--- config.mk ---
export PLATFORM = sky130hd
export DESIGN_NAME = sdram_master_arbiter_flat
export DESIGN_NICKNAME = d
export VERILOG_FILES = /design/src/rtl/sdram_master_arbiter_if.sv /design/src/rtl/sdram_master_arbiter.sv /design/src/flat_wrapper.sv
export SDC_FILE = /design/constraint.sdc
export NUM_CORES = 1
export LEC_CHECK = 0
export ABC_CLOCK_PERIOD_IN_PS = 3000
export BUFFER_PORTS_ARGS = -buffer_cell sky130_fd_sc_hd__buf_2
export CAP_MARGIN = 20
export CORE_AREA = 2 2 157 159
export DETAILED_ROUTE_END_ITERATION = 6
export DIE_AREA = 0 0 159 161
export HOLD_SLACK_MARGIN = 0.03
export MAX_ROUTING_LAYER = met4
export PLACE_DENSITY_LB_ADDON = 0.1
export SETUP_SLACK_MARGIN = 0.15
export SLEW_MARGIN = 10
export SYNTH_ARGS = -nofsm -noshare
export SYNTH_HDL_FRONTEND = slang
export SYNTH_SLANG_ARGS = --single-unit
--- constraint.sdc ---
create_clock -name clock -period 3 [get_ports clock]
set_input_delay 0.9 -clock clock [delete_from_list [all_inputs] [get_ports clock]]
set_output_delay 0.9 -clock clock [all_outputs]
set_load 0.005 [all_outputs]
--- src/rtl/sdram_master_arbiter_if.sv ---
// Signal bundle between the vertex-fetch, depth-fetch and z-write requesters,
// the shared Avalon-MM SDRAM master port and the arbiter joining them.
interface sdram_master_arbiter_if;
  logic [25:0] s0_address;
  logic        s0_read;
  logic        s0_write;
  logic [3:0]  s0_byteenable;
  logic [31:0] s0_writedata;
  logic        s0_waitrequest;
  logic [31:0] s0_readdata;
  logic        s0_readdatavalid;

  logic [25:0] s1_address;
  logic        s1_read;
  logic        s1_write;
  logic [3:0]  s1_byteenable;
  logic [31:0] s1_writedata;
  logic        s1_waitrequest;
  logic [31:0] s1_readdata;
  logic        s1_readdatavalid;

  logic [25:0] s2_address;
  logic        s2_read;
  logic        s2_write;
  logic [3:0]  s2_byteenable;
  logic [31:0] s2_writedata;
  logic        s2_waitrequest;
  logic [31:0] s2_readdata;
  logic        s2_readdatavalid;

  logic [25:0] master_address;
  logic        master_read;
  logic        master_write;
  logic [3:0]  master_byteenable;
  logic [31:0] master_writedata;
  logic [31:0] master_readdata;
  logic        master_readdatavalid;
  logic        master_waitrequest;

  logic [4:0]  pending_count;
  logic        resp_error;

  // Arbiter side: takes requests and downstream responses, drives the rest.
  modport slave (
    input  s0_address, s0_read, s0_write, s0_byteenable, s0_writedata,
    input  s1_address, s1_read, s1_write, s1_byteenable, s1_writedata,
    input  s2_address, s2_read, s2_write, s2_byteenable, s2_writedata,
    input  master_readdata, master_readdatavalid, master_waitrequest,
    output s0_waitrequest, s0_readdata, s0_readdatavalid,
    output s1_waitrequest, s1_readdata, s1_readdatavalid,
    output s2_waitrequest, s2_readdata, s2_readdatavalid,
    output master_address, master_read, master_write, master_byteenable, master_writedata,
    output pending_count, resp_error
  );

  // Environment side: requesters plus the SDRAM controller.
  modport master (
    output s0_address, s0_read, s0_write, s0_byteenable, s0_writedata,
    output s1_address, s1_read, s1_write, s1_byteenable, s1_writedata,
    output s2_address, s2_read, s2_write, s2_byteenable, s2_writedata,
    output master_readdata, master_readdatavalid, master_waitrequest,
    input  s0_waitrequest, s0_readdata, s0_readdatavalid,
    input  s1_waitrequest, s1_readdata, s1_readdatavalid,
    input  s2_waitrequest, s2_readdata, s2_readdatavalid,
    input  master_address, master_read, master_write, master_byteenable, master_writedata,
    input  pending_count, resp_error
  );
endinterface

--- src/rtl/sdram_master_arbiter.sv ---
// Round-robin arbiter sharing one Avalon-MM SDRAM master among three requesters,
// with an ID FIFO that steers each pipelined read response back to its issuer.
module sdram_master_arbiter #(
  parameter int NUM_REQ     = 3,
  parameter int MAX_PENDING = 8
) (
  input  logic                 clock,
  input  logic                 reset,
  sdram_master_arbiter_if.slave bus
);
  localparam int         PTR_W    = $clog2(MAX_PENDING);
  localparam logic [1:0] LAST_RST = 2'(NUM_REQ - 1);
  localparam logic [4:0] FULL_CNT = 5'(MAX_PENDING);

  typedef enum logic [0:0] {
    ST_IDLE    = 1'b0,
    ST_GRANTED = 1'b1
  } state_e;

  state_e      state_r, state_n_s;
  logic [1:0]  grant_id_r, grant_id_n_s;
  logic [1:0]  last_id_r, last_id_n_s;

  logic [3:0]  req_s;
  logic        granted_s;
  logic        full_s;
  logic        accept_s;
  logic        req_g_s;

  logic [25:0] g_address_s;
  logic        g_read_s;
  logic        g_write_s;
  logic [3:0]  g_byteenable_s;
  logic [31:0] g_writedata_s;

  logic [1:0]  base_s, cand1_s, cand2_s, cand3_s, pick_s;
  logic        found_s;

  logic [1:0]       id_mem_r [MAX_PENDING];
  logic [PTR_W-1:0] wr_ptr_r, rd_ptr_r;
  logic [4:0]       pending_count_r;
  logic             resp_error_r;
  logic             push_s, pop_s, orphan_s;
  logic [1:0]       head_id_s;

  function automatic logic [1:0] next_id(input logic [1:0] id);
    next_id = (id == 2'd2) ? 2'd0 : id + 2'd1;
  endfunction

  // Bit 3 pads the vector so any 2-bit index is in range.
  assign req_s = {1'b0,
                  bus.s2_read | bus.s2_write,
                  bus.s1_read | bus.s1_write,
                  bus.s0_read | bus.s0_write};

  assign granted_s = (state_r == ST_GRANTED);
  assign full_s    = (pending_count_r == FULL_CNT);
  assign req_g_s   = g_read_s | g_write_s;
  assign accept_s  = granted_s & req_g_s & ~bus.master_waitrequest & ~(g_read_s & full_s);

  // Select the command fields of the currently granted requester.
  always_comb begin
    g_address_s    = 26'd0;
    g_read_s       = 1'b0;
    g_write_s      = 1'b0;
    g_byteenable_s = 4'd0;
    g_writedata_s  = 32'd0;
    case (grant_id_r)
      2'd0: begin
        g_address_s    = bus.s0_address;
        g_read_s       = bus.s0_read;
        g_write_s      = bus.s0_write;
        g_byteenable_s = bus.s0_byteenable;
        g_writedata_s  = bus.s0_writedata;
      end
      2'd1: begin
        g_address_s    = bus.s1_address;
        g_read_s       = bus.s1_read;
        g_write_s      = bus.s1_write;
        g_byteenable_s = bus.s1_byteenable;
        g_writedata_s  = bus.s1_writedata;
      end
      2'd2: begin
        g_address_s    = bus.s2_address;
        g_read_s       = bus.s2_read;
        g_write_s      = bus.s2_write;
        g_byteenable_s = bus.s2_byteenable;
        g_writedata_s  = bus.s2_writedata;
      end
      default: begin
        g_address_s    = 26'd0;
        g_read_s       = 1'b0;
        g_write_s      = 1'b0;
        g_byteenable_s = 4'd0;
        g_writedata_s  = 32'd0;
      end
    endcase
  end

  // Rotating search; on an accept the rotation starts after the requester just served.
  always_comb begin
    base_s  = accept_s ? grant_id_r : last_id_r;
    cand1_s = next_id(base_s);
    cand2_s = next_id(cand1_s);
    cand3_s = next_id(cand2_s);
    found_s = 1'b1;
    pick_s  = cand1_s;
    if (req_s[cand1_s]) begin
      pick_s = cand1_s;
    end else if (req_s[cand2_s]) begin
      pick_s = cand2_s;
    end else if (req_s[cand3_s]) begin
      pick_s = cand3_s;
    end else begin
      found_s = 1'b0;
      pick_s  = base_s;
    end
  end

  // Next-state logic for the grant FSM.
  always_comb begin
    state_n_s    = state_r;
    grant_id_n_s = grant_id_r;
    last_id_n_s  = last_id_r;
    case (state_r)
      ST_IDLE: begin
        if (found_s) begin
          state_n_s    = ST_GRANTED;
          grant_id_n_s = pick_s;
        end else begin
          state_n_s = ST_IDLE;
        end
      end
      ST_GRANTED: begin
        if (accept_s) begin
          last_id_n_s  = grant_id_r;
          state_n_s    = found_s ? ST_GRANTED : ST_IDLE;
          grant_id_n_s = pick_s;
        end else if (!req_g_s) begin
          state_n_s = ST_IDLE;
        end else begin
          state_n_s = ST_GRANTED;
        end
      end
      default: begin
        state_n_s    = ST_IDLE;
        grant_id_n_s = 2'd0;
        last_id_n_s  = LAST_RST;
      end
    endcase
  end

  // Grant FSM state register.
  always_ff @(posedge clock or posedge reset) begin
    if (reset) begin
      state_r    <= ST_IDLE;
      grant_id_r <= 2'd0;
      last_id_r  <= LAST_RST;
    end else begin
      state_r    <= state_n_s;
      grant_id_r <= grant_id_n_s;
      last_id_r  <= last_id_n_s;
    end
  end

  // Downstream command mux; a read-and-write request is issued as a read only.
  always_comb begin
    if (granted_s) begin
      bus.master_address    = g_address_s;
      bus.master_read       = g_read_s & ~full_s;
      bus.master_write      = g_write_s & ~g_read_s;
      bus.master_byteenable = g_byteenable_s;
      bus.master_writedata  = g_writedata_s;
    end else begin
      bus.master_address    = 26'd0;
      bus.master_read       = 1'b0;
      bus.master_write      = 1'b0;
      bus.master_byteenable = 4'd0;
      bus.master_writedata  = 32'd0;
    end
  end

  assign bus.s0_waitrequest = ~(accept_s & (grant_id_r == 2'd0));
  assign bus.s1_waitrequest = ~(accept_s & (grant_id_r == 2'd1));
  assign bus.s2_waitrequest = ~(accept_s & (grant_id_r == 2'd2));

  assign push_s    = accept_s & g_read_s;
  assign pop_s     = bus.master_readdatavalid & (pending_count_r != 5'd0);
  assign orphan_s  = bus.master_readdatavalid & (pending_count_r == 5'd0);
  assign head_id_s = id_mem_r[rd_ptr_r];

  // Outstanding-read ID FIFO with occupancy count and sticky orphan-response flag.
  always_ff @(posedge clock or posedge reset) begin
    if (reset) begin
      for (int i = 0; i < MAX_PENDING; i++) begin
        id_mem_r[i] <= 2'd0;
      end
      wr_ptr_r        <= '0;
      rd_ptr_r        <= '0;
      pending_count_r <= 5'd0;
      resp_error_r    <= 1'b0;
    end else begin
      if (push_s) begin
        id_mem_r[wr_ptr_r] <= grant_id_r;
        wr_ptr_r           <= wr_ptr_r + PTR_W'(1'b1);
      end
      if (pop_s) begin
        rd_ptr_r <= rd_ptr_r + PTR_W'(1'b1);
      end
      case ({push_s, pop_s})
        2'b10:   pending_count_r <= pending_count_r + 5'd1;
        2'b01:   pending_count_r <= pending_count_r - 5'd1;
        default: pending_count_r <= pending_count_r;
      endcase
      if (orphan_s) begin
        resp_error_r <= 1'b1;
      end
    end
  end

  // Read data is broadcast; only the valid strobe follows the FIFO head.
  assign bus.s0_readdata      = bus.master_readdata;
  assign bus.s1_readdata      = bus.master_readdata;
  assign bus.s2_readdata      = bus.master_readdata;
  assign bus.s0_readdatavalid = pop_s & (head_id_s == 2'd0);
  assign bus.s1_readdatavalid = pop_s & (head_id_s == 2'd1);
  assign bus.s2_readdatavalid = pop_s & (head_id_s == 2'd2);

  assign bus.pending_count = pending_count_r;
  assign bus.resp_error    = resp_error_r;
endmodule
--- src/flat_wrapper.sv ---
// flat-port wrapper written by rule: the top's interface ports become plain ports
module sdram_master_arbiter_flat 
#(
  parameter int NUM_REQ     = 3,
  parameter int MAX_PENDING = 8
)
  (clock, reset, bus_s0_address, bus_s0_read, bus_s0_write, bus_s0_byteenable, bus_s0_writedata, bus_s1_address, bus_s1_read, bus_s1_write, bus_s1_byteenable, bus_s1_writedata, bus_s2_address, bus_s2_read, bus_s2_write, bus_s2_byteenable, bus_s2_writedata, bus_master_readdata, bus_master_readdatavalid, bus_master_waitrequest, bus_s0_waitrequest, bus_s0_readdata, bus_s0_readdatavalid, bus_s1_waitrequest, bus_s1_readdata, bus_s1_readdatavalid, bus_s2_waitrequest, bus_s2_readdata, bus_s2_readdatavalid, bus_master_address, bus_master_read, bus_master_write, bus_master_byteenable, bus_master_writedata, bus_pending_count, bus_resp_error);
  sdram_master_arbiter_if bus_i ();
  input  logic clock;
  input  logic reset;
  input wire logic [$bits(bus_i.s0_address)-1:0] bus_s0_address;
  input wire logic [$bits(bus_i.s0_read)-1:0] bus_s0_read;
  input wire logic [$bits(bus_i.s0_write)-1:0] bus_s0_write;
  input wire logic [$bits(bus_i.s0_byteenable)-1:0] bus_s0_byteenable;
  input wire logic [$bits(bus_i.s0_writedata)-1:0] bus_s0_writedata;
  input wire logic [$bits(bus_i.s1_address)-1:0] bus_s1_address;
  input wire logic [$bits(bus_i.s1_read)-1:0] bus_s1_read;
  input wire logic [$bits(bus_i.s1_write)-1:0] bus_s1_write;
  input wire logic [$bits(bus_i.s1_byteenable)-1:0] bus_s1_byteenable;
  input wire logic [$bits(bus_i.s1_writedata)-1:0] bus_s1_writedata;
  input wire logic [$bits(bus_i.s2_address)-1:0] bus_s2_address;
  input wire logic [$bits(bus_i.s2_read)-1:0] bus_s2_read;
  input wire logic [$bits(bus_i.s2_write)-1:0] bus_s2_write;
  input wire logic [$bits(bus_i.s2_byteenable)-1:0] bus_s2_byteenable;
  input wire logic [$bits(bus_i.s2_writedata)-1:0] bus_s2_writedata;
  input wire logic [$bits(bus_i.master_readdata)-1:0] bus_master_readdata;
  input wire logic [$bits(bus_i.master_readdatavalid)-1:0] bus_master_readdatavalid;
  input wire logic [$bits(bus_i.master_waitrequest)-1:0] bus_master_waitrequest;
  output wire logic [$bits(bus_i.s0_waitrequest)-1:0] bus_s0_waitrequest;
  output wire logic [$bits(bus_i.s0_readdata)-1:0] bus_s0_readdata;
  output wire logic [$bits(bus_i.s0_readdatavalid)-1:0] bus_s0_readdatavalid;
  output wire logic [$bits(bus_i.s1_waitrequest)-1:0] bus_s1_waitrequest;
  output wire logic [$bits(bus_i.s1_readdata)-1:0] bus_s1_readdata;
  output wire logic [$bits(bus_i.s1_readdatavalid)-1:0] bus_s1_readdatavalid;
  output wire logic [$bits(bus_i.s2_waitrequest)-1:0] bus_s2_waitrequest;
  output wire logic [$bits(bus_i.s2_readdata)-1:0] bus_s2_readdata;
  output wire logic [$bits(bus_i.s2_readdatavalid)-1:0] bus_s2_readdatavalid;
  output wire logic [$bits(bus_i.master_address)-1:0] bus_master_address;
  output wire logic [$bits(bus_i.master_read)-1:0] bus_master_read;
  output wire logic [$bits(bus_i.master_write)-1:0] bus_master_write;
  output wire logic [$bits(bus_i.master_byteenable)-1:0] bus_master_byteenable;
  output wire logic [$bits(bus_i.master_writedata)-1:0] bus_master_writedata;
  output wire logic [$bits(bus_i.pending_count)-1:0] bus_pending_count;
  output wire logic [$bits(bus_i.resp_error)-1:0] bus_resp_error;
  assign bus_i.s0_address = bus_s0_address;
  assign bus_i.s0_read = bus_s0_read;
  assign bus_i.s0_write = bus_s0_write;
  assign bus_i.s0_byteenable = bus_s0_byteenable;
  assign bus_i.s0_writedata = bus_s0_writedata;
  assign bus_i.s1_address = bus_s1_address;
  assign bus_i.s1_read = bus_s1_read;
  assign bus_i.s1_write = bus_s1_write;
  assign bus_i.s1_byteenable = bus_s1_byteenable;
  assign bus_i.s1_writedata = bus_s1_writedata;
  assign bus_i.s2_address = bus_s2_address;
  assign bus_i.s2_read = bus_s2_read;
  assign bus_i.s2_write = bus_s2_write;
  assign bus_i.s2_byteenable = bus_s2_byteenable;
  assign bus_i.s2_writedata = bus_s2_writedata;
  assign bus_i.master_readdata = bus_master_readdata;
  assign bus_i.master_readdatavalid = bus_master_readdatavalid;
  assign bus_i.master_waitrequest = bus_master_waitrequest;
  assign bus_s0_waitrequest = bus_i.s0_waitrequest;
  assign bus_s0_readdata = bus_i.s0_readdata;
  assign bus_s0_readdatavalid = bus_i.s0_readdatavalid;
  assign bus_s1_waitrequest = bus_i.s1_waitrequest;
  assign bus_s1_readdata = bus_i.s1_readdata;
  assign bus_s1_readdatavalid = bus_i.s1_readdatavalid;
  assign bus_s2_waitrequest = bus_i.s2_waitrequest;
  assign bus_s2_readdata = bus_i.s2_readdata;
  assign bus_s2_readdatavalid = bus_i.s2_readdatavalid;
  assign bus_master_address = bus_i.master_address;
  assign bus_master_read = bus_i.master_read;
  assign bus_master_write = bus_i.master_write;
  assign bus_master_byteenable = bus_i.master_byteenable;
  assign bus_master_writedata = bus_i.master_writedata;
  assign bus_pending_count = bus_i.pending_count;
  assign bus_resp_error = bus_i.resp_error;
  sdram_master_arbiter #(.NUM_REQ(NUM_REQ), .MAX_PENDING(MAX_PENDING)) u_core (.clock(clock), .reset(reset), .bus(bus_i));
endmodule
After elaboration in Yosys (flattened, before gate mapping)

Cells that the tools add are included.

Register bits: 33
Latch bits: 0
RAM bits: 0
Memory bits (read-only): 0
Bits of input ports: 228
Output and inout port bits: 172
Word-level logic and storage cells: 116
Memories: 0

Add/subtract/negate cells: 7
Multipliers: 0
Div/mod/pow operators: 0
$lt $le $gt $ge: 6
Equality and inequality tests: 12
Shift-type cells: 0
Muxes and demuxes: 40
Bitwise gates (word level): 29
Reductions and logical operators: 7

Operators by type and width:

| operator                                           | count |
|---|---|
| one-hot mux 32 bit (3 select lines)                | 1 |
| one-hot mux 26 bit (3 select lines)                | 1 |
| two-way mux 32 bit                                 | 1 |
| two-way mux 26 bit                                 | 1 |
| two-way mux 2 bit                                  | 12 |
| bitwise mux 16 bit                                 | 1 |
| bitwise AND 1 bit                                  | 15 |
| == test 2 bit, second input constant               | 6 |
| one-hot mux 4 bit (3 select lines)                 | 1 |
| two-way mux 1 bit                                  | 11 |
| one-hot mux 5 bit (2 select lines)                 | 1 |
| < comparator 2 x 3 -> 1 bit, second input constant | 3 |
| >= comparator 4 bit, second input constant         | 2 |
| inverter 1 bit                                     | 8 |
| inverter 3 -> 4 bit                                | 2 |
| adder 2 x 1 -> 2 bit, second input constant        | 3 |
| adder 3 x 1 -> 3 bit, second input constant        | 2 |
| binary-select mux 1 bit (select 2 bit)             | 3 |
| binary-select mux 2 bit (select 3 bit)             | 1 |
| demux 2 bit (select 3 bit)                         | 1 |
| == test 2 x 1 -> 1 bit, second input constant      | 3 |
| one-hot mux 1 bit (3 select lines)                 | 2 |
| adder 5 x 1 -> 5 bit, second input constant        | 1 |
| == test 5 x 4 -> 1 bit, second input constant      | 1 |
| other kinds (14)                                   | 18 |

Longest topological paths before layout

Gate-level depths: netlist (run 1).

Word-level depth: 21
Mapped depth: 13
Mapped depth without buffers: 11

Worst setup path before layout (run 1)

No wires, ideal clock.

Kind: flip-flop to flip-flop
Start point: register u_core.pending_count_r[1], in the netlist u_core.bus.pending_count[1]
End point: register u_core.pending_count_r[4], in the netlist u_core.bus.pending_count[4]
Setup time: 80 ps
Arrival: 3066 ps
Data required time: 2920 ps
Slack: -146 ps
Cell stages (with the launch flop): 14
Buffers on the path: 2
Clock period less this slack: 3146 ps
Cell sequence: dfrtp_1 buf_2 or4_1 o21ai_1 inv_1 ha_1 clkbuf_1 xor2_1 ha_1 o21a_1 o22a_1 a21oi_1 mux2i_1 xnor2_1

Elaborated cells between the ends (all ways): 13
Classes of those cells: add/sub: 2; eq/ne: 3; mux: 1; bitwise: 5; reduce/logical: 2

RTL lines:

| item                                                                            | line                        | RTL |
|---|---|---|
| start, declared                                                                 | sdram_master_arbiter.sv:41  | `logic [4:0] pending_count_r;` |
| start signal, assigned                                                          | sdram_master_arbiter.sv:211 | `2'b10: pending_count_r <= pending_count_r + 5'd1;` |
| start signal, assigned                                                          | sdram_master_arbiter.sv:212 | `2'b01: pending_count_r <= pending_count_r - 5'd1;` |
| start signal, assigned                                                          | sdram_master_arbiter.sv:213 | `default: pending_count_r <= pending_count_r;` |
| nonzero test 5 bit *                                                            | sdram_master_arbiter.sv:188 | `assign pop_s = bus.master_readdatavalid & (pending_count_r != 5'd0);` |
| bitwise AND 1 bit *                                                             | sdram_master_arbiter.sv:188 |  |
| via u_core.pop_s                                                                | sdram_master_arbiter.sv:43  | `logic push_s, pop_s, orphan_s;` |
| == test 2 x 1 -> 1 bit / == test 2 bit (equally long branches)                  | sdram_master_arbiter.sv:210 | `case ({push_s, pop_s})` |
| one-hot mux 5 bit (2 select lines) / nonzero test 2 bit (equally long branches) | -                           |  |

Mark *: on every way through the listed nets, which the timed path passes. The rest lies on a longest branch.
A chain may end at the register's enable or synchronous reset.

Worst setup path in the final report (run 1)

Start point: register u_core.grant_id_r[1]
End point: output bus_master_address[1]

Cells in the longest elaborated chain, start to end: 3
Elaborated cells between the ends (all ways): 5
Classes of those cells: eq/ne: 2; mux: 2; reduce/logical: 1

RTL lines:

| item                                        | line                        | RTL |
|---|---|---|
| start, declared                             | sdram_master_arbiter.sv:21  | `logic [1:0] grant_id_r, grant_id_n_s;` |
| start signal, assigned                      | sdram_master_arbiter.sv:161 | `grant_id_r <= grant_id_n_s;` |
| == test 2 bit, or another cell as far along | sdram_master_arbiter.sv:68  | `case (grant_id_r)` |
| one-hot mux 26 bit (3 select lines) *       | sdram_master_arbiter.sv:68  |  |
| two-way mux 26 bit *                        | sdram_master_arbiter.sv:168 | `if (granted_s) begin` |
| end, declared                               | flat_wrapper.sv:38          | `output wire logic [$bits(bus_i.master_address)-1:0] bus_master_address;` |

Mark *: on every way between the ends. The rest lies on a longest branch, timed or not.

==> key figures, run 1 <==
Pwr
  • Psw: 2.35 mW
  • Pleak: 2.82 nW
  • Overall power: 5.34 mW
  • Switching Fraction: 0.440
  • PwrDens: 917 nW/um2
  • Sequential cell fraction of total power: 0.167
  • Gate power share: 0.719
  • Pint: 2.99 mW
  • Clock power share: 0.114
  • Peak VDD IR: 0.376 mV

Drt
  • Final WL: 18,500 um
  • DR pass1 iterations: 4
  • Via density per instance: 4.16
  • DR vias: 4,348
  • DRC Markers: 0
  • Wirelength per Cell: 17.6 um
  • Iter 0 DRT Violations: 211
  • Final ANT Viol Nets: 0

Clocking
  • Clock tree buffer depth: 2
  • Worst-Skew Late Latency: 0.28 ns
  • Clock Pin Slew Worst Setup and Hold Paths: 0.06 ns
  • Num CTS Buffers: 5
  • Cts hold-fix bufs: 0
  • Sink Count: 33
  • Clk root buf: clkbuf_16
  • CTS tree: done
  • H-Tree Depth: 2

Worst setup path
  • Slowest CP cell: dfrtp_4
  • Critical path origin: u_core.grant_id_r[1]$_DFFE_PP0P_
  • CP top delay family: flip-flops
  • R2R cell count: 11
  • Worst Path Buf+Inv: 2
  • CP endpoint kind: output pin
  • Crit start category: flop
  • Critical Path Max Stage Delay: 0.49 ns
  • Arrival time at the worst endpoint: 1.93 ns
  • Required time of the critical path: 2.10 ns
  • Critical Path Stages: 5
  • Worst reg2reg endpoint: u_core.bus.pending_count[4]$_DFFE_PP0P_
  • Critical path type: flop to output pin
  • Critical path peak fanout: 56
  • Flop2flop setup slack: 0.28 ns
  • Crit path to: bus_master_address[1]
  • Reg-to-Reg Start: u_core.bus.pending_count[2]$_DFFE_PP0P_
  • Worst path cell trace: buf_16, mux2i_2, o21ai_0, and2_1, buf_2

Global routing
  • Initial antenna violation count: 1
  • Grt total ovfl: 0
  • Pin count of the biggest net entering global routing: 69
  • Vias in the first global route: 4,433
  • Total track usage: 0.135
  • First-pass GRT wire length: 26,500 um

Finish
  • Storage cell area: 837 um2
  • Post-Layout Cell Count: 1,046
  • Post-route cell area: 5830 um2
  • Synthesis-to-layout area growth: 35.5%
  • Nets: 953
  • Layout cells sized above 1: 0.499
  • Fillers: 2,738
  • Final Core Density: 0.243
  • Multi-input gate area: 2690 um2

Place
  • Post-DP HPWL: 14,400 um
  • Final Wtd Congestion: 0.900
  • Port Buffers: 271
  • Placed Instances: 1,023
  • Post-DP Area: 5390 um2
  • Placement Setup Slack: -0.0318 ns

Logic synthesis
  • Fraction of the mapped netlist area in simple logic gates: 0.213
  • Post-Syn Area: 4300 um2
  • Post-synthesis xor/xnor area fraction: 0.0204
  • Post-synth ARST share: 1.00
  • Count of state elements after synthesis: 33
  • Ys Warns: 0
  • Register area share after synthesis: 0.192
  • Yosys top cell area share: 0.186
  • Most numerous cell in the Yosys netlist: buf_4
  • Synth Area in Compound Gates: 0.122
  • Largest area contributor in the synthesized netlist: dfrtp_1
  • Largest family of logic cells by synthesized area: multiplexers
  • Post-synthesis mux area share: 0.230
  • Synth Flop Type: dfrtp_1
  • Mean Syn Cell Area: 7.91 um2
  • Synth Instances: 544
  • Synth cell count leaders: buf_4, nand2_1, mux2i_1
  • Top post-synthesis cells by area: dfrtp_1, buf_4, mux2i_1
  • Post-synth EDFFs: 0
  • Post-Synth Adder-Cell Area: 0.0175
  • Post-Syn Nets: 778
  • Count of cell types in the netlist: 53

STA
  • Final count of negative-setup-slack endpoints: 0
  • Skew final: 0.00204 ns
  • Setup WS post-layout: 0.174 ns
  • WHS: 0.461 ns
  • Least-Margin Pin Slew: 0.619 ns
  • Setup TNS Final: 0 ns
  • Final Max Tran Viols: 0
  • Fmax: 354 MHz
  • Tcrit/Tclk final: 0.942
  • Max_slew headroom: 0.588
  • Final hold viol count: 0
  • Period minus WS final: 2.83 ns
  • RSZ-0062 raised after global routing: true

Floorplan
  • Initial Util: 0.179
  • Core area: 24,000 um2
  • Row count: 57
  • Die Ht: 161 um
  • Die X: 159 um
  • DIE AREA: 25,600 um2
  • Io pins: 400

Worst hold path
  • Hold Crit Class: flop to flop

Job
  • Max Cap Viol: 0

Run status
  • Status: finished, final reports clean
[logic make-up after synthesis]
family,count (synthesis)
compound gates,88
xor+xnor,10
fa+ha+maj,6
buf+inv,136
flops,33
mux,91
simple gates,180
[placed cells by master (no fill, tap or decap), types with 2 or more instances in the layout]
master     netlist  final
buf_2            7    269
nand2_1         76     73
o21ai_0         65     64
mux2i_1         66     63
and2_1          62     62
dfrtp_1         32     26
buf_4           97     25
nor2_1          17     17
mux2_2          15     14
clkbuf_16        0      7
xnor2_1          6      6
mux2_1           6      6
dfrtp_2          0      5
xor2_1           4      4
mux4_2           4      4
ha_1             6      4
nand2_2          0      3
nor3b_1          3      3
nor3_1           4      3
diode_2          0      2
nand4_1          2      2
a21oi_1          3      2
a21o_1           2      2
nor4_1           3      2
mux2i_2          0      2
buf_16           0      2
buf_6            0      2
buf_12           0      2
[layer usage]
layer | track usage | share of wire
met1 | 0.162 | 0.42
met2 | 0.235 | 0.51
met3 | 0.0303 | 0.068
met4 | 0.0211 | 0.0086
met5 | - | 0
[registers in the layout (all words and copies together) (netlist names)]
| name | count |
|---|---|
| u_core.bus.resp_error | 1 |
| u_core.bus.pending_count | 5 |
| u_core.rd_ptr_r | 3 |
| u_core.grant_id_r | 2 |
| u_core.last_id_r | 2 |
| u_core.wr_ptr_r | 3 |
| u_core.id_mem_r | 16 |
| u_core.granted_s | 1 |
[timing repair]
item / 4_1_cts / 5_1_grt
cloned: 1 / 2
setup endpoints to repair: 65 / 20
resized for setup: 12 / 12
pin swaps: 2 / 5
buffers inserted: 4 / 6
[cell type report]
cell class                 count  area share
timing repair buffer         302       0.292
sequential                    33       0.144
inverter                       2     0.00129
tap                          324      0.0696
clock inverter                 2     0.00644
multi-input combinational    375       0.462
antenna                        2    0.000859
clock buffer                   6      0.0238
[worst min-delay path by stage]
stage	from	end	slack [ns]	cells past startpoint
6_report	u_core.bus.resp_error$_DFFE_PP0P_	u_core.bus.resp_error$_DFFE_PP0P_	0.46	1
5_1_grt	u_core.bus.resp_error$_DFFE_PP0P_	u_core.bus.resp_error$_DFFE_PP0P_	0.47	1
4_1_cts	u_core.bus.resp_error$_DFFE_PP0P_	u_core.bus.resp_error$_DFFE_PP0P_	0.46	1
3_5_place_dp	u_core.bus.resp_error$_DFFE_PP0P_	u_core.bus.resp_error$_DFFE_PP0P_	0.44	1
3_3_place_gp	u_core.bus.resp_error$_DFFE_PP0P_	u_core.bus.resp_error$_DFFE_PP0P_	0.44	1
2_1_floorplan	u_core.bus.resp_error$_DFFE_PP0P_	u_core.bus.resp_error$_DFFE_PP0P_	0.45	1
[power by group through the flow]
stage               registers, mW  clock network (mW)  logic, mW
detailed placement          0.904                   0       3.51
floorplan                   0.783                   0       2.35
finish                      0.895               0.610       3.84
global route                0.930               0.651       4.21
CTS                         0.893               0.630       3.68
global placement            0.897                   0       3.50
Note: power is estimated with default switching activity, not from simulation.
==> inputs of run 2 (changes only) <==
--- a/config.mk
+++ b/config.mk
@@ -6,14 +6,14 @@
 export NUM_CORES = 1
 export LEC_CHECK = 0
 export ABC_CLOCK_PERIOD_IN_PS = 3000
-export BUFFER_PORTS_ARGS = -buffer_cell sky130_fd_sc_hd__buf_2
 export CAP_MARGIN = 20
 export CORE_AREA = 2 2 157 159
 export DETAILED_ROUTE_END_ITERATION = 6
 export DIE_AREA = 0 0 159 161
+export DONT_BUFFER_PORTS = 1
 export HOLD_SLACK_MARGIN = 0.03
 export MAX_ROUTING_LAYER = met4
-export PLACE_DENSITY_LB_ADDON = 0.1
+export PLACE_DENSITY = 0.41
 export SETUP_SLACK_MARGIN = 0.15
 export SLEW_MARGIN = 10
 export SYNTH_ARGS = -nofsm -noshare
==> run 2 against run 1 <==
  * Fmax is 2.1% higher
  * Sequential power is 2% higher
  * Utilization is 6.8 points lower
  * Sequential share of layout area is 5.6 points higher
  * Design area is 28% lower
  * Register-to-register slack better by 0.04 ns
  * Non-clock buffer count is 287 lower
  * Final cell count is 28% lower
  * Wire length is 17% lower
==> key figures, run 2 (synthesis gave the netlist of run 1 again) <==
Run status
  • Status: finished, final reports clean

Clocking
  • CTS tree: done
  • Clock Pin Slew Worst Setup and Hold Paths: 0.05 ns
  • Clk root buf: clkbuf_16
  • Clock tree buffer depth: 2
  • Num CTS Buffers: 5
  • Cts hold-fix bufs: 0
  • H-Tree Depth: 2
  • Sink Count: 33
  • Worst-Skew Late Latency: 0.27 ns

Finish
  • Biggest register: u_core.id_mem_r
  • Nets: 666
  • Fillers: 2,692
  • Layout cells sized above 1: 0.150
  • Most common cell after layout, fill and taps aside: nand2_1
  • Synthesis-to-layout area growth: -2.15%
  • Most frequent cells in the layout: nand2_1, o21ai_0, mux2i_1, and2_1, dfrtp_1
  • Max reg flops: 16
  • Post-route cell area: 4210 um2

Drt
  • Iter 0 DRT Violations: 188
  • DR pass1 iterations: 5
  • Via density per instance: 4.34
  • DR vias: 3,293
  • Final WL: 15,400 um
  • Wirelength per Cell: 20.3 um
  • DRC Markers: 0
  • Final ANT Viol Nets: 0

Pwr
  • PwrDens: 1010 nW/um2
  • Peak VDD IR: 0.567 mV
  • Pleak: 1.59 nW

Global routing
  • Vias in the first global route: 3,065
  • Grt total ovfl: 0
  • First-pass GRT wire length: 21,500 um
  • Pin count of the biggest net entering global routing: 69
  • Initial antenna violation count: 1
  • Total track usage: 0.113

Floorplan
  • DIE AREA: 25,600 um2
  • Die X: 159 um
  • Initial Util: 0.179
  • Die Ht: 161 um
  • Row count: 57
  • Core area: 24,000 um2
  • Io pins: 400

Place
  • Port Buffers: 0
  • Final Wtd Congestion: 0.749
  • Post-DP HPWL: 12,600 um
  • Post-DP Area: 4020 um2

STA
  • RSZ-0062 raised after global routing: true
  • Final count of negative-setup-slack endpoints: 0
  • Final hold viol count: 0
  • Tcrit/Tclk final: 0.922
  • Max_slew headroom: 0.572
  • Setup TNS Final: 0 ns
  • Least-Margin Pin Slew: 0.642 ns
  • Final Max Tran Viols: 0
  • Period minus WS final: 2.77 ns
  • Fmax: 361 MHz
  • Skew final: 0.00657 ns

Worst setup path
  • Critical Path Max Stage Delay: 0.54 ns
  • Required time of the critical path: 2.10 ns
  • CP endpoint kind: output pin
  • Worst Path Buf+Inv: 0
  • Slowest CP cell: mux4_2
  • Critical path peak fanout: 6
  • Crit start category: flop
  • Critical path type: flop to output pin
  • Worst path cell trace: mux4_2, mux2_2, nor3_1
  • Arrival time at the worst endpoint: 1.87 ns
  • CP top delay family: multiplexers

Worst hold path
  • Hold Crit Class: flop to flop

Job
  • Max Cap Viol: 0
-- run 2: changes by cell type in the layout (fill, tap and decap cells not counted), moves of 2 or more --
cell	before	now
buf_2	269	0
nand2_2	3	0
buf_12	2	4
clkbuf_16	7	5
nand2_1	73	76
buf_4	25	10
buf_16	2	0
mux2i_1	63	65
-- run 2: timing repair --
action	in CTS	in global routing
setup endpoints to repair	3	16
setup buffers	0	1
gates cloned	0	0
resized for setup	2	7
pin swaps	0	1
-- run 2: final timing paths --
check                                                   startpoint                                 endpoint  slack [ns]  cells after the start
max in group asynchronous                                    reset         u_core.grant_id_r[1]$_DFFE_PP0P_        2.05                      2
hold / removal                     u_core.id_mem_r[13]$_DFFE_PP0P_          u_core.id_mem_r[13]$_DFFE_PP0P_        0.49                      1
setup / recovery                    u_core.rd_ptr_r[0]$_DFFE_PP0P_                     bus_s1_readdatavalid        0.23                      3
setup reg to reg           u_core.bus.pending_count[0]$_DFFE_PP0P_  u_core.bus.pending_count[4]$_DFFE_PP0P_        0.32                     11
min in group asynchronous                                    reset  u_core.bus.pending_count[2]$_DFFE_PP0P_        0.60                      2
hold reg to reg                    u_core.id_mem_r[13]$_DFFE_PP0P_          u_core.id_mem_r[13]$_DFFE_PP0P_        0.49                      1
-- run 2: routing by layer --
| metal | up-vias | wire, um | track usage |
|---|---|---|---|
| li1 | 1521 | - | - |
| met1 | 1546 | 6220 | 0.137 |
| met2 | 222 | 7410 | 0.181 |
| met3 | 4 | 1650 | 0.0462 |
| met4 | 0 | 98 | 0.0178 |
| met5 | - | 0 | - |
-- run 2: cell type report --
cell class	instances	area, um2	area share
multi-input cells	375	2640	0.626
flip-flops and latches	33	838	0.199
well taps	324	405	0.0963
repair buffers	15	166	0.0395
clock buffers	6	139	0.0330
clock inverters	2	13.8	0.00327
inverters	2	7.51	0.00178
diodes	1	2.50	0.000595
-- run 2: stage by stage --
| step | power (mW) | std cells | util | hold WS (ns) | worst slack [ns] |
|---|---|---|---|---|---|
| 5_1_grt | 4.62 | 758 | 0.176 | 0.507 | 0.148 |
| 6_report | 4.26 | 758 | 0.176 | 0.492 | 0.233 |
| 3_3_place_gp | 3.74 | 748 | 0.168 | 0.472 | 0.228 |
| 4_1_cts | 4.28 | 756 | 0.174 | 0.491 | 0.159 |
| 2_1_floorplan | 3.13 | 544 | - | 0.451 | 0.164 |
| 3_5_place_dp | 3.74 | 748 | 0.168 | 0.474 | 0.214 |
-- run 2: power by group --
| part | switching, mW | internal, mW |
|---|---|---|
| logic | 1.57 | 1.26 |
| clock network | 0.187 | 0.330 |
| registers | 0.250 | 0.663 |
==> inputs of run 3 (changes only) <==
--- a/config.mk
+++ b/config.mk
@@ -5,7 +5,7 @@
 export SDC_FILE = /design/constraint.sdc
 export NUM_CORES = 1
 export LEC_CHECK = 0
-export ABC_CLOCK_PERIOD_IN_PS = 3000
+export ABC_CLOCK_PERIOD_IN_PS = 2800
 export CAP_MARGIN = 20
 export CORE_AREA = 2 2 157 159
 export DETAILED_ROUTE_END_ITERATION = 6
@@ -13,7 +13,7 @@
 export DONT_BUFFER_PORTS = 1
 export HOLD_SLACK_MARGIN = 0.03
 export MAX_ROUTING_LAYER = met4
-export PLACE_DENSITY = 0.41
+export PLACE_DENSITY = 0.4
 export SETUP_SLACK_MARGIN = 0.15
 export SLEW_MARGIN = 10
 export SYNTH_ARGS = -nofsm -noshare
==> constraint.sdc (replaced) <==
create_clock -name clock -period 2.8 [get_ports clock]
set_input_delay 0.84 -clock clock [delete_from_list [all_inputs] [get_ports clock]]
set_output_delay 0.84 -clock clock [all_outputs]
set_load 0.005 [all_outputs]
==> run 3 against run 2 <==
  * Sequential share of layout area down 1.0 points
  * Non-clock buffer count up 17
  * Critical path depth up 2
  * Final cell count up 2.5%
  * Largest cell class unchanged
  * Largest power group unchanged
==> key figures, run 3 (synthesis gave the netlist of run 1 again) <==
Worst setup path
  • Critical path type: flop to output pin
  • Critical path peak fanout: 32
  • Required time of the critical path: 1.96 ns
  • CP endpoint kind: output pin
  • Crit start category: flop
  • Worst path cell trace: and2b_4, buf_12, nand2_1, o21ai_1, and2_1
  • CP top delay family: simple AND/OR/NAND/NOR gates
  • Critical Path Max Stage Delay: 0.52 ns
  • Arrival time at the worst endpoint: 1.85 ns
  • Slowest CP cell: dfrtp_4
  • Worst Path Buf+Inv: 1

Global routing
  • Met2 Resource Use GR: 0.194
  • Initial antenna violation count: 3
  • Grt total ovfl: 0
  • M1 GR Usage: 0.154
  • Vias in the first global route: 3,223
  • Pin count of the biggest net entering global routing: 69
  • Total track usage: 0.126
  • First-pass GRT wire length: 23,700 um
  • GR Util met3: 0.0573
  • GR peak layer: met2

Floorplan
  • Core area: 24,000 um2
  • Die X: 159 um
  • Die Ht: 161 um
  • Row count: 57
  • Initial Util: 0.179
  • DIE AREA: 25,600 um2
  • Io pins: 400

Pwr
  • Clock power share: 0.109
  • Peak VDD IR: 0.425 mV
  • Switching Fraction: 0.465
  • Sequential cell fraction of total power: 0.196
  • PwrDens: 1100 nW/um2
  • Gate power share: 0.695
  • Pint: 2.61 mW
  • Psw: 2.27 mW
  • Pleak: 1.69 nW

STA
  • Skew final: 0.00503 ns
  • Setup TNS Final: 0 ns
  • Final Max Tran Viols: 0
  • Final hold viol count: 0
  • RSZ-0062 raised after global routing: true
  • Setup WS post-layout: 0.110 ns
  • Fmax: 372 MHz
  • Least-Margin Pin Slew: 0.620 ns
  • Max_slew headroom: 0.587
  • WHS: 0.490 ns
  • Period minus WS final: 2.69 ns
  • Final count of negative-setup-slack endpoints: 0
  • Tcrit/Tclk final: 0.961

Finish
  • Layout cells sized above 1: 0.193
  • Post-route cell area: 4420 um2
  • Most common cell after layout, fill and taps aside: nand2_1
  • Biggest register: u_core.id_mem_r
  • Nets: 683
  • Max reg flops: 16
  • Most frequent cells in the layout: nand2_1, mux2i_1, and2_1, o21ai_0, dfrtp_1
  • Synthesis-to-layout area growth: 2.74%
  • Fillers: 2,705
  • Final Core Density: 0.184

Drt
  • Iter 0 DRT Violations: 219
  • Final ANT Viol Nets: 0
  • Via density per instance: 4.40
  • DRC Markers: 0
  • Final WL: 17,000 um
  • DR vias: 3,417
  • Wirelength per Cell: 21.9 um
  • DR pass1 iterations: 4

Clocking
  • Clk root buf: clkbuf_16
  • Worst-Skew Late Latency: 0.28 ns
  • Clock Pin Slew Worst Setup and Hold Paths: 0.05 ns
  • Cts hold-fix bufs: 0
  • Clock tree buffer depth: 2
  • H-Tree Depth: 2
  • Num CTS Buffers: 5
  • Sink Count: 33
  • CTS tree: done

Place
  • Port Buffers: 0
  • Post-DP Area: 4060 um2
  • Final Wtd Congestion: 0.836
  • Placement Setup Slack: 0.0564 ns
  • Post-DP HPWL: 13,800 um

Job
  • Max Cap Viol: 0

Worst hold path
  • Hold Crit Class: flop to flop

Run status
  • Status: finished, final reports clean
run 3: cell types whose count changed in the layout (fill, tap and decap cells not counted), moves of 3 or more:
cell / before / now
buf_4: 10 / 26
o21ai_1: 0 / 7
dfrtp_1: 25 / 28
o21ai_0: 65 / 58
dfrtp_2: 6 / 3
nand2_1: 76 / 73
run 3: final cells by class:
cell class | instances | area [um2] | share of cell area
clock buffer | 5 | 125 | 0.0283
antenna | 3 | 7.51 | 0.00170
inverter | 2 | 10.0 | 0.00227
timing repair buffer | 32 | 319 | 0.0722
tap | 324 | 405 | 0.0918
clock inverter | 3 | 17.5 | 0.00396
multi-input combinational | 375 | 2700 | 0.611
sequential | 33 | 835 | 0.189
run 3: power groups by stage:
stage | sequential (mW) | combinational, mW | clock [mW]
2_1_floorplan | 0.840 | 2.52 | 0
3_3_place_gp | 0.961 | 3.13 | 0
3_5_place_dp | 0.960 | 3.12 | 0
4_1_cts | 0.949 | 3.25 | 0.548
5_1_grt | 0.996 | 3.73 | 0.563
6_report | 0.954 | 3.39 | 0.531
run 3: worst reg2reg max path: stages (launching register included):
cell	delay, ns
dfrtp_1	0.42
or4_4	0.56
o21ai_4	0.19
inv_4	0.07
ha_4	0.16
xor2_1	0.14
ha_2	0.18
o21a_1	0.16
o22a_1	0.20
a21oi_2	0.13
mux2i_1	0.22
xnor2_1	0.13
run 3: path summary, 6_finish.rpt:
check	endpoint	start	depth (start not counted)	slack, ns
max reg2reg	u_core.bus.pending_count[4]$_DFFE_PP0P_	u_core.bus.pending_count[2]$_DFFE_PP0P_	11	0.15
min	u_core.bus.resp_error$_DFFE_PP0P_	u_core.bus.resp_error$_DFFE_PP0P_	1	0.49
min in group asynchronous	u_core.bus.pending_count[4]$_DFFE_PP0P_	reset	1	0.52
max	bus_master_address[9]	u_core.grant_id_r[1]$_DFFE_PP0P_	5	0.11
min reg2reg	u_core.bus.resp_error$_DFFE_PP0P_	u_core.bus.resp_error$_DFFE_PP0P_	1	0.49
max in group asynchronous	u_core.rd_ptr_r[0]$_DFFE_PP0P_	reset	2	1.65
run 3: metrics by stage:
| step | instances | power (mW) |
|---|---|---|
| after global placement | 756 | 4.09 |
| after global routing | 777 | 5.29 |
| after detailed placement | 756 | 4.08 |
| final | 777 | 4.88 |
| after floorplan | 544 | 3.36 |
| after CTS | 769 | 4.75 |
run 3: repair_timing:
item | in CTS | in global routing
endpoints found under the setup margin | 49 | 37
buffers inserted | 5 | 4
gates cloned | 0 | 1
pin swaps | 5 | 3
gates resized for setup | 15 | 18
run 3: routing by layer:
layer / share of wire / up-vias
met5: 0 / -
met4: 0.014 / 0
met3: 0.11 / 26
met2: 0.46 / 240
met1: 0.41 / 1590
li1: - / 1561
